### config.mk
export PLATFORM = sky130hd
export DESIGN_NAME = conv_window_bram_flat
export DESIGN_NICKNAME = d
export VERILOG_FILES = /design/src/rtl/conv_window_bram_if.sv /design/src/rtl/conv_window_bram.sv /design/src/flat_wrapper.sv
export SDC_FILE = /design/constraint.sdc
export NUM_CORES = 1
export LEC_CHECK = 0
export ABC_CLOCK_PERIOD_IN_PS = 5750
export CAP_MARGIN = 10
export CORE_MARGIN = 4
export CORE_UTILIZATION = 40
export DETAILED_ROUTE_END_ITERATION = 10
export HOLD_SLACK_MARGIN = 0.06
export PLACE_DENSITY = 0.55
export REMOVE_ABC_BUFFERS = 1
export SLEW_MARGIN = 20
export SYNTH_ARGS = -nofsm -noshare
export SYNTH_HDL_FRONTEND = slang
export SYNTH_SLANG_ARGS = --single-unit
### constraint.sdc
create_clock -name i_clk -period 5.75 [get_ports i_clk]
set_input_delay 1.725 -clock i_clk [delete_from_list [all_inputs] [get_ports i_clk]]
set_output_delay 1.725 -clock i_clk [all_outputs]
set_load 0.1 [all_outputs]
### src/rtl/conv_window_bram_if.sv
// Handshake/bus bundle for conv_window_bram: pixel write port, sweep control and window output.
interface conv_window_bram_if #(
    parameter int DATA_WIDTH = 8,
    parameter int ADDR_WIDTH = 6,
    parameter int KERNEL     = 3
);
    logic                                 i_wr_en;
    logic [ADDR_WIDTH-1:0]                i_w_addr;
    logic [DATA_WIDTH-1:0]                i_data;
    logic                                 i_start;
    logic                                 i_ready;
    logic                                 o_busy;
    logic                                 o_valid;
    logic                                 o_done;
    logic [KERNEL*KERNEL*DATA_WIDTH-1:0]  o_window;
    logic [ADDR_WIDTH-1:0]                o_row;
    logic [ADDR_WIDTH-1:0]                o_col;

    modport master (
        output i_wr_en, i_w_addr, i_data, i_start, i_ready,
        input  o_busy, o_valid, o_done, o_window, o_row, o_col
    );

    modport slave (
        input  i_wr_en, i_w_addr, i_data, i_start, i_ready,
        output o_busy, o_valid, o_done, o_window, o_row, o_col
    );
endinterface

### src/rtl/conv_window_bram.sv
// KxK sliding-window fetcher over a row-major image in a 1W/KR memory.
// Each read lane j owns window column j; rows are fetched one per cycle.
module conv_window_bram_lane #(
    parameter int DATA_WIDTH = 8,
    parameter int KERNEL     = 3,
    parameter int SW         = 2
) (
    input  logic                              i_clk,
    input  logic                              i_rst_n,
    input  logic                              cap_en,
    input  logic [SW-1:0]                     cap_row,
    input  logic [DATA_WIDTH-1:0]             rd_data,
    output logic [KERNEL-1:0][DATA_WIDTH-1:0] col_q
);
    always_ff @(posedge i_clk or negedge i_rst_n) begin
        if (!i_rst_n) begin
            col_q <= '0;
        end else if (cap_en) begin
            for (int r = 0; r < KERNEL; r++)
                if (cap_row == SW'(r)) col_q[r] <= rd_data;
        end
    end
endmodule

module conv_window_bram #(
    parameter int DATA_WIDTH = 8,
    parameter int ADDR_WIDTH = 6,
    parameter int KERNEL     = 3,
    parameter int IMG_W      = 6,
    parameter int IMG_H      = 6
) (
    input  logic               i_clk,
    input  logic               i_rst_n,
    conv_window_bram_if.slave  bus
);
    localparam int DEPTH = 1 << ADDR_WIDTH;
    localparam int SW    = $clog2(KERNEL + 1);
    localparam logic [ADDR_WIDTH-1:0] IMG_W_A  = ADDR_WIDTH'(IMG_W);
    localparam logic [ADDR_WIDTH-1:0] LAST_ROW = ADDR_WIDTH'(IMG_H - KERNEL);
    localparam logic [ADDR_WIDTH-1:0] LAST_COL = ADDR_WIDTH'(IMG_W - KERNEL);

    typedef enum logic [1:0] {IDLE, FETCH, OUT, DONE} state_t;

    state_t                state;
    logic [SW-1:0]         step;
    logic [DATA_WIDTH-1:0] mem [DEPTH];
    logic                  rd_en;
    logic                  cap_en;
    logic [SW-1:0]         cap_row;

    // Step K issues no read; it only captures the last row returned.
    assign rd_en   = (state == FETCH) && (step != SW'(KERNEL));
    assign cap_en  = (state == FETCH) && (step != '0);
    assign cap_row = step - 1'b1;

    // Memory contents survive reset, so this block has no reset branch.
    always_ff @(posedge i_clk) begin
        if (state == IDLE && bus.i_wr_en) mem[bus.i_w_addr] <= bus.i_data;
    end

    for (genvar j = 0; j < KERNEL; j++) begin : g_lane
        logic [ADDR_WIDTH-1:0]             rd_addr;
        logic [DATA_WIDTH-1:0]             rd_q;
        logic [KERNEL-1:0][DATA_WIDTH-1:0] col_q;

        assign rd_addr = (bus.o_row + ADDR_WIDTH'(step)) * IMG_W_A + bus.o_col + ADDR_WIDTH'(j);

        always_ff @(posedge i_clk) begin
            if (rd_en) rd_q <= mem[rd_addr];
        end

        conv_window_bram_lane #(
            .DATA_WIDTH (DATA_WIDTH),
            .KERNEL     (KERNEL),
            .SW         (SW)
        ) u_lane (
            .i_clk   (i_clk),
            .i_rst_n (i_rst_n),
            .cap_en  (cap_en),
            .cap_row (cap_row),
            .rd_data (rd_q),
            .col_q   (col_q)
        );

        for (genvar r = 0; r < KERNEL; r++) begin : g_row
            assign bus.o_window[(r*KERNEL+j)*DATA_WIDTH +: DATA_WIDTH] = col_q[r];
        end
    end

    always_ff @(posedge i_clk or negedge i_rst_n) begin
        if (!i_rst_n) begin
            state       <= IDLE;
            step        <= '0;
            bus.o_busy  <= 1'b0;
            bus.o_valid <= 1'b0;
            bus.o_done  <= 1'b0;
            bus.o_row   <= '0;
            bus.o_col   <= '0;
        end else begin
            case (state)
                IDLE: begin
                    if (bus.i_start) begin
                        state      <= FETCH;
                        step       <= '0;
                        bus.o_busy <= 1'b1;
                    end
                end
                FETCH: begin
                    if (step == SW'(KERNEL)) begin
                        state       <= OUT;
                        step        <= '0;
                        bus.o_valid <= 1'b1;
                    end else begin
                        step <= step + 1'b1;
                    end
                end
                OUT: begin
                    if (bus.i_ready) begin
                        bus.o_valid <= 1'b0;
                        if (bus.o_row == LAST_ROW && bus.o_col == LAST_COL) begin
                            state      <= DONE;
                            bus.o_done <= 1'b1;
                        end else begin
                            state <= FETCH;
                            if (bus.o_col < LAST_COL) begin
                                bus.o_col <= bus.o_col + 1'b1;
                            end else begin
                                bus.o_col <= '0;
                                bus.o_row <= bus.o_row + 1'b1;
                            end
                        end
                    end
                end
                DONE: begin
                    state      <= IDLE;
                    bus.o_done <= 1'b0;
                    bus.o_busy <= 1'b0;
                    bus.o_row  <= '0;
                    bus.o_col  <= '0;
                end
                default: state <= IDLE;
            endcase
        end
    end
endmodule
### src/flat_wrapper.sv
// flat-port wrapper written by rule: the top's interface ports become plain ports
module conv_window_bram_flat 
#(
    parameter int DATA_WIDTH = 8,
    parameter int ADDR_WIDTH = 6,
    parameter int KERNEL     = 3,
    parameter int IMG_W      = 6,
    parameter int IMG_H      = 6
)
  (i_clk, i_rst_n, bus_i_wr_en, bus_i_w_addr, bus_i_data, bus_i_start, bus_i_ready, bus_o_busy, bus_o_valid, bus_o_done, bus_o_window, bus_o_row, bus_o_col);
  conv_window_bram_if #(.DATA_WIDTH(DATA_WIDTH), .ADDR_WIDTH(ADDR_WIDTH), .KERNEL(KERNEL)) bus_i ();
  input  logic i_clk;
  input  logic i_rst_n;
  input wire logic [$bits(bus_i.i_wr_en)-1:0] bus_i_wr_en;
  input wire logic [$bits(bus_i.i_w_addr)-1:0] bus_i_w_addr;
  input wire logic [$bits(bus_i.i_data)-1:0] bus_i_data;
  input wire logic [$bits(bus_i.i_start)-1:0] bus_i_start;
  input wire logic [$bits(bus_i.i_ready)-1:0] bus_i_ready;
  output wire logic [$bits(bus_i.o_busy)-1:0] bus_o_busy;
  output wire logic [$bits(bus_i.o_valid)-1:0] bus_o_valid;
  output wire logic [$bits(bus_i.o_done)-1:0] bus_o_done;
  output wire logic [$bits(bus_i.o_window)-1:0] bus_o_window;
  output wire logic [$bits(bus_i.o_row)-1:0] bus_o_row;
  output wire logic [$bits(bus_i.o_col)-1:0] bus_o_col;
  assign bus_i.i_wr_en = bus_i_wr_en;
  assign bus_i.i_w_addr = bus_i_w_addr;
  assign bus_i.i_data = bus_i_data;
  assign bus_i.i_start = bus_i_start;
  assign bus_i.i_ready = bus_i_ready;
  assign bus_o_busy = bus_i.o_busy;
  assign bus_o_valid = bus_i.o_valid;
  assign bus_o_done = bus_i.o_done;
  assign bus_o_window = bus_i.o_window;
  assign bus_o_row = bus_i.o_row;
  assign bus_o_col = bus_i.o_col;
  conv_window_bram #(.DATA_WIDTH(DATA_WIDTH), .ADDR_WIDTH(ADDR_WIDTH), .KERNEL(KERNEL), .IMG_W(IMG_W), .IMG_H(IMG_H)) u_core (.i_clk(i_clk), .i_rst_n(i_rst_n), .bus(bus_i));
endmodule
[After elaboration in Yosys (flattened, before gate mapping)]
Memories as Yosys holds them, arrays and structs flattened. A register that Yosys moved wholly into a read port is not among the register bits.
Index checks and enable logic that the tools add are counted.
Word-level totals
  flip-flop bits (word level): 91
  RAM bits: 512
  input port bits: 19
  output and inout port bits: 87
  logic and storage cells: 89
  memories: 1
Cells by class
  $add $sub $neg: 8
  $mul: 1
  magnitude comparators: 1
  equality and inequality tests: 15
  mux-type cells: 26
  reductions and logical operators: 21
Memory list
  u_core.mem: words 64, bits a word 8, read ports 3, clocked after Yosys merged registers in 3, wr ports 1, RTL line conv_window_bram.sv:46  | logic [DATA_WIDTH-1:0] mem [DEPTH];
Operators by type and width (number)
  $mux 6: 6
  $pmux 6 s2: 2
  $add 6x1->6 const B: 3
  $eq 6x2->1 const B: 2
  $mux 2: 6
  $ne 2x2->1 const B: 6
  $reduce_and 3->1: 4
  $reduce_and 2->1: 5
  $reduce_bool 2->1: 5
  $eq 2x2->1 const B: 4
  $pmux 2 s4: 1
  $mux 1: 7
  $add 6x2->6: 1
  $add 6x2->6 const B: 1
  $add 6x6->6: 1
  $lt 6x2->1 const B: 1
  $mul 6x2->5 const B: 1
  $pmux 1 s2: 3
  $eq 2x1->1 const B: 2
  $logic_and 1x1->1: 4
  $logic_not 2->1: 2
  $pmux 2 s2: 1
  $reduce_and 4->1: 1
  $add 2x1->2 const B: 1
  2 further kinds: 2

[Longest topological paths before layout]
  word-level depth: 5
  mapped depth: 16
  depth with buffers taken out: 14

[Modules after synthesis]
From an unflattened synthesis, not the netlist that was laid out.
Unflattened totals
  cell total of the unflattened synthesis: 1690
  area total of the unflattened synthesis: 33041.7 µm²
By module, submodules not included
  conv_window_bram: instances 1, cells an instance 1537, area each 30305.3 µm², seq. area each 16570.9 µm²
  conv_window_bram_lane: instances 3, cells an instance 51, area each 912.1 µm², seq. area each 600.6 µm²

[Worst setup path after synthesis]
No wires, ideal clock.
  path type: register -> register
  from: register u_core.bus.o_row[0]
  to: register u_core.g_lane[2].rd_q[6] (read register of u_core.mem), data pin
  setup time: 263 ps
  arrival: 4929 ps
  required time: 5487 ps
  setup slack: 558 ps
  cell stages (with the launch flop): 17
  buffers on the path: 4
  clock period less this slack: 5192 ps
  cell sequence: dfrtp_1 ha_1 fa_1 ha_1 inv_1 fa_1 clkbuf_1 inv_1 ha_1 clkbuf_1 buf_1 clkbuf_1 mux4_2 mux2i_1 o22ai_1 o21ai_0 o21ai_0
On the way
  longest elaborated chain between the ends: 4
Ends and longest elaborated chain
  start, declared: RTL line conv_window_bram_if.sv:26  | output o_busy, o_valid, o_done, o_window, o_row, o_col
  start signal, assigned: RTL line conv_window_bram.sv:129  | bus.o_row <= bus.o_row + 1'b1;
  $add 6x2->6: RTL line conv_window_bram.sv:66  | assign rd_addr = (bus.o_row + ADDR_WIDTH'(step)) * IMG_W_A + bus.o_col + ADDR_WIDTH'(j);
  $mul 6x2->5: RTL line conv_window_bram.sv:66
  $add 6x6->6: RTL line conv_window_bram.sv:66
  $add 6x2->6: RTL line conv_window_bram.sv:66
  end, declared: RTL line conv_window_bram.sv:63  | logic [DATA_WIDTH-1:0] rd_q;
No other way between the ends.
A chain may end at the register's enable or synchronous reset.

[Worst setup path in the final report]
  from: register u_core.bus.o_row[0]
  to: register u_core.g_lane[1].rd_q[7] (read register of u_core.mem), data pin
On the way
  longest elaborated chain between the ends: 4
Ends and longest elaborated chain (RTL line)
  $add 6x2->6: conv_window_bram.sv:66
  $mul 6x2->5: conv_window_bram.sv:66
  $add 6x6->6: conv_window_bram.sv:66
  $add 6x1->6: conv_window_bram.sv:66
  end, declared: conv_window_bram.sv:63
No other way between the ends.

==> flow_summary.ini <==
[yosys]
synth_edf_count = 536
netlist_instances = 1795
synth_top_family_by_area = multiplexers
synth_seq_cells = 627
synth.avg_cell_area_um2 = 18.33
async_reset_ff_frac = 0.1451
synth_warnings = 0
synth_cell_type_count = 64
synth_seq_area_share = 0.5585
synth_simple_gate_area_frac = 0.03587
synth_compound_area_frac = 0.03446
yosys_most_used_dff = edfxtp_1
yosys-mux-area-fraction = 0.3299
synthAdderAreaFrac = 0.009053
yosys.area_share.xor_xnor = 0.009547
netlist_area_um2 = 32890

[floorplanning]
start_util = 0.4058
core_region_area_um2 = 81070
rows = 104
io_pins = 106
dieArea_um2 = 86890
die_x_um = 294.8
die_height_um = 294.8

[global_route]
met2_usage = 0.3671
grt-ovfl-total = 0
grtUsageMet1 = 0.3447
grt_pass1_wl_um = 148300
antenna_found_initial = 1
track_usage = 0.2389
grt_pass1_vias = 19640
grt_max_degree = 102
met3_usage = 0.04657
top_usage_layer = met2

[critical_path]
slowest_delay_ns = 0.74
crit_path_end_kind = flip-flop
start_kind = flip-flop
critPathKind = flip-flop to flip-flop
crit_buf_inv = 3
path_delay_family = adder cells
cp_cell_sequence = ha_1 -> fa_1 -> ha_1 -> inv_1 -> fa_4 -> inv_1 -> ha_4 -> nand2_1 -> xnor2_1 -> nor2_4 -> buf_16 -> a22o_1 -> a221oi_1 -> mux2i_1 -> o211a_1
cp.required_ns = 6.12
cp_data_arrival_time_ns = 5.74
crit_slowest_cell = fa_4
cp_max_fo = 12

[cells_and_area]
final_util = 0.4666
area_growth_pct = 15.00
drive_above_1_share = 0.3690
antennaDiodeCount = 0
fin_nets = 1978
fin_cells = 3052

[timing]
post-route-period-util = 0.9345
setup_viol = 0
max_freq_mhz = 186.1
final_hold_viol_count = 0
tightest_slew_ns = 1.162
slew_viol_final = 0
skew_ns = 0.02303
period_needed_ns = 5.373
slew_headroom = 0.2222
rsz0062_at_grt = false

[clocking]
insertion_delay_ns = 0.62
clock-sinks = 627
cts_resized = 0
cts_tree = done
post-cts-setup-buffers = 0
htreeDepth = 3
cts-root-buf = clkbuf_16
path_clk_slew_ns = 0.06
cts_inserted_buffers = 70
cts_buffer_depth = 3
hold_buffers = 0

[placed_design]
io_buffers = 105
dp_hpwl_um = 72170
dp_cells = 2925
routabilityCongestion = 0.9428

[route]
finalWirelength_um = 103900
drc_errors = 0
wl_per_cell_um = 34.03
first_pass_iters = 5
via_per_inst = 6.585
vias = 20100
drtAntennaViolNets = 0
drt-initial-drc-count = 2734

[min_path]
holdCritPathClass = flip-flop to flip-flop

[flow_run]
maxCapViolations = 0

[run_status]
status = finished clean
[synthesized netlist by cell type (10+ instances only)]
cell type  instances  area (um^2)
nand2_1           68        255.2
nor2b_1           14        87.58
o22ai_1           10        62.56
a211oi_1          17        127.6
buf_2             58        290.3
buf_4             13        97.59
nor2_1            91        341.6
mux2i_1           69        690.7
dfrtp_1           91         2277
inv_1             13        48.80
clkbuf_1          63        236.5
xnor2_1           10        87.58
ha_1              19        237.7
nand3_1           18        90.09
mux2_2            74        833.3
a21oi_1           17        85.08
a22oi_1           74        555.5
edfxtp_1         536        16100
mux4_2           413         9301
o21ai_0           13        65.06
[worst min-delay path, cell delays in order (launching register included)]
cell and delay, ns:
dfrtp_1 0.36, nand2_1 0.06, nand2_1 0.04
[path summary, 6_finish.rpt]
check	start	endpoint	slack (ns)	cells past startpoint
worst min register to register	u_core.bus.o_valid	u_core.bus.o_valid	0.49	2
min in group asynchronous	i_rst_n	u_core.bus.o_row[3]	1.14	1
worst max-delay path	u_core.bus.o_row[0]	u_core.g_lane[1].rd_q[7]	0.38	15
worst min-delay path	u_core.bus.o_valid	u_core.bus.o_valid	0.49	2
worst max register to register	u_core.bus.o_row[0]	u_core.g_lane[1].rd_q[7]	0.38	15
max in group asynchronous	i_rst_n	u_core.g_lane[0].u_lane.col_q[1]	3.62	2
[registers in the layout, summed over array words and instances, names as in the netlist]
signal	count
u_core.bus.o_row	6
u_core.mem	512
u_core.g_lane.rd_q	24
u_core.bus.o_col	6
u_core.bus.o_busy	1
u_core.step	2
u_core.bus.o_done	1
u_core.g_lane.u_lane.col_q	72
u_core.state	2
u_core.bus.o_valid	1
[layout make-up]
cell class	instances	area [um^2]
Fill cell	6769	43240
Tap cell	1060	1326
Multi-Input combinational cell	1008	13870
Timing Repair Buffer	216	2062
Inverter	14	52.55
Sequential cell	627	18380
Clock inverter	34	222.7
Clock buffer	93	1922
[layout by cell type, fill, tap and decap left out, drive strengths merged, types with 10 or more instances in the layout]
cell type      count
o22ai             10
mux2              74
nor2b             14
mux2i             69
a211oi            21
clkdlybuf4s50     95
xnor2             14
ha                19
nand2             68
nand3             18
clkinv            28
a22oi             74
mux4             414
nor2              91
inv               18
o21ai             13
clkbuf            93
edfxtp           536
a21oi             17
dfrtp             91
buf              121
[per-stage QoR]
step           hold slack, ns  cell area (um^2)  worst slack, ns  setup TNS [ns]
2_1_floorplan          0.4933             32200           -14.05         -445.05
3_3_place_gp           0.4735             35570           0.2424               0
3_5_place_dp           0.4856             35680           0.3954               0
4_1_cts                0.5016             37830           0.3732               0
5_1_grt                0.5188             37830           0.2347               0
6_report               0.4914             37830           0.3768               0
[routing by layer]
layer	up-vias	part of all wire
met2	1276	0.46
met3	154	0.10
met1	10730	0.40
met4	2	0.034
li1	7939	-
met5	-	0.00013
[kinds of logic (layout without fill, tap and decap cells)]
family | Yosys count | count (layout)
DFF | 627 | 627
muxes | 557 | 557
and+or+nand+nor | 248 | 248
buffers and inverters | 160 | 357
AOI/OAI and AO/OA | 157 | 157
xor gates and xnor gates | 24 | 24
adders and majority gates | 22 | 22
Power is not shown: default switching activity piles up to over one toggle a cycle in this logic, so the estimate is an artifact.
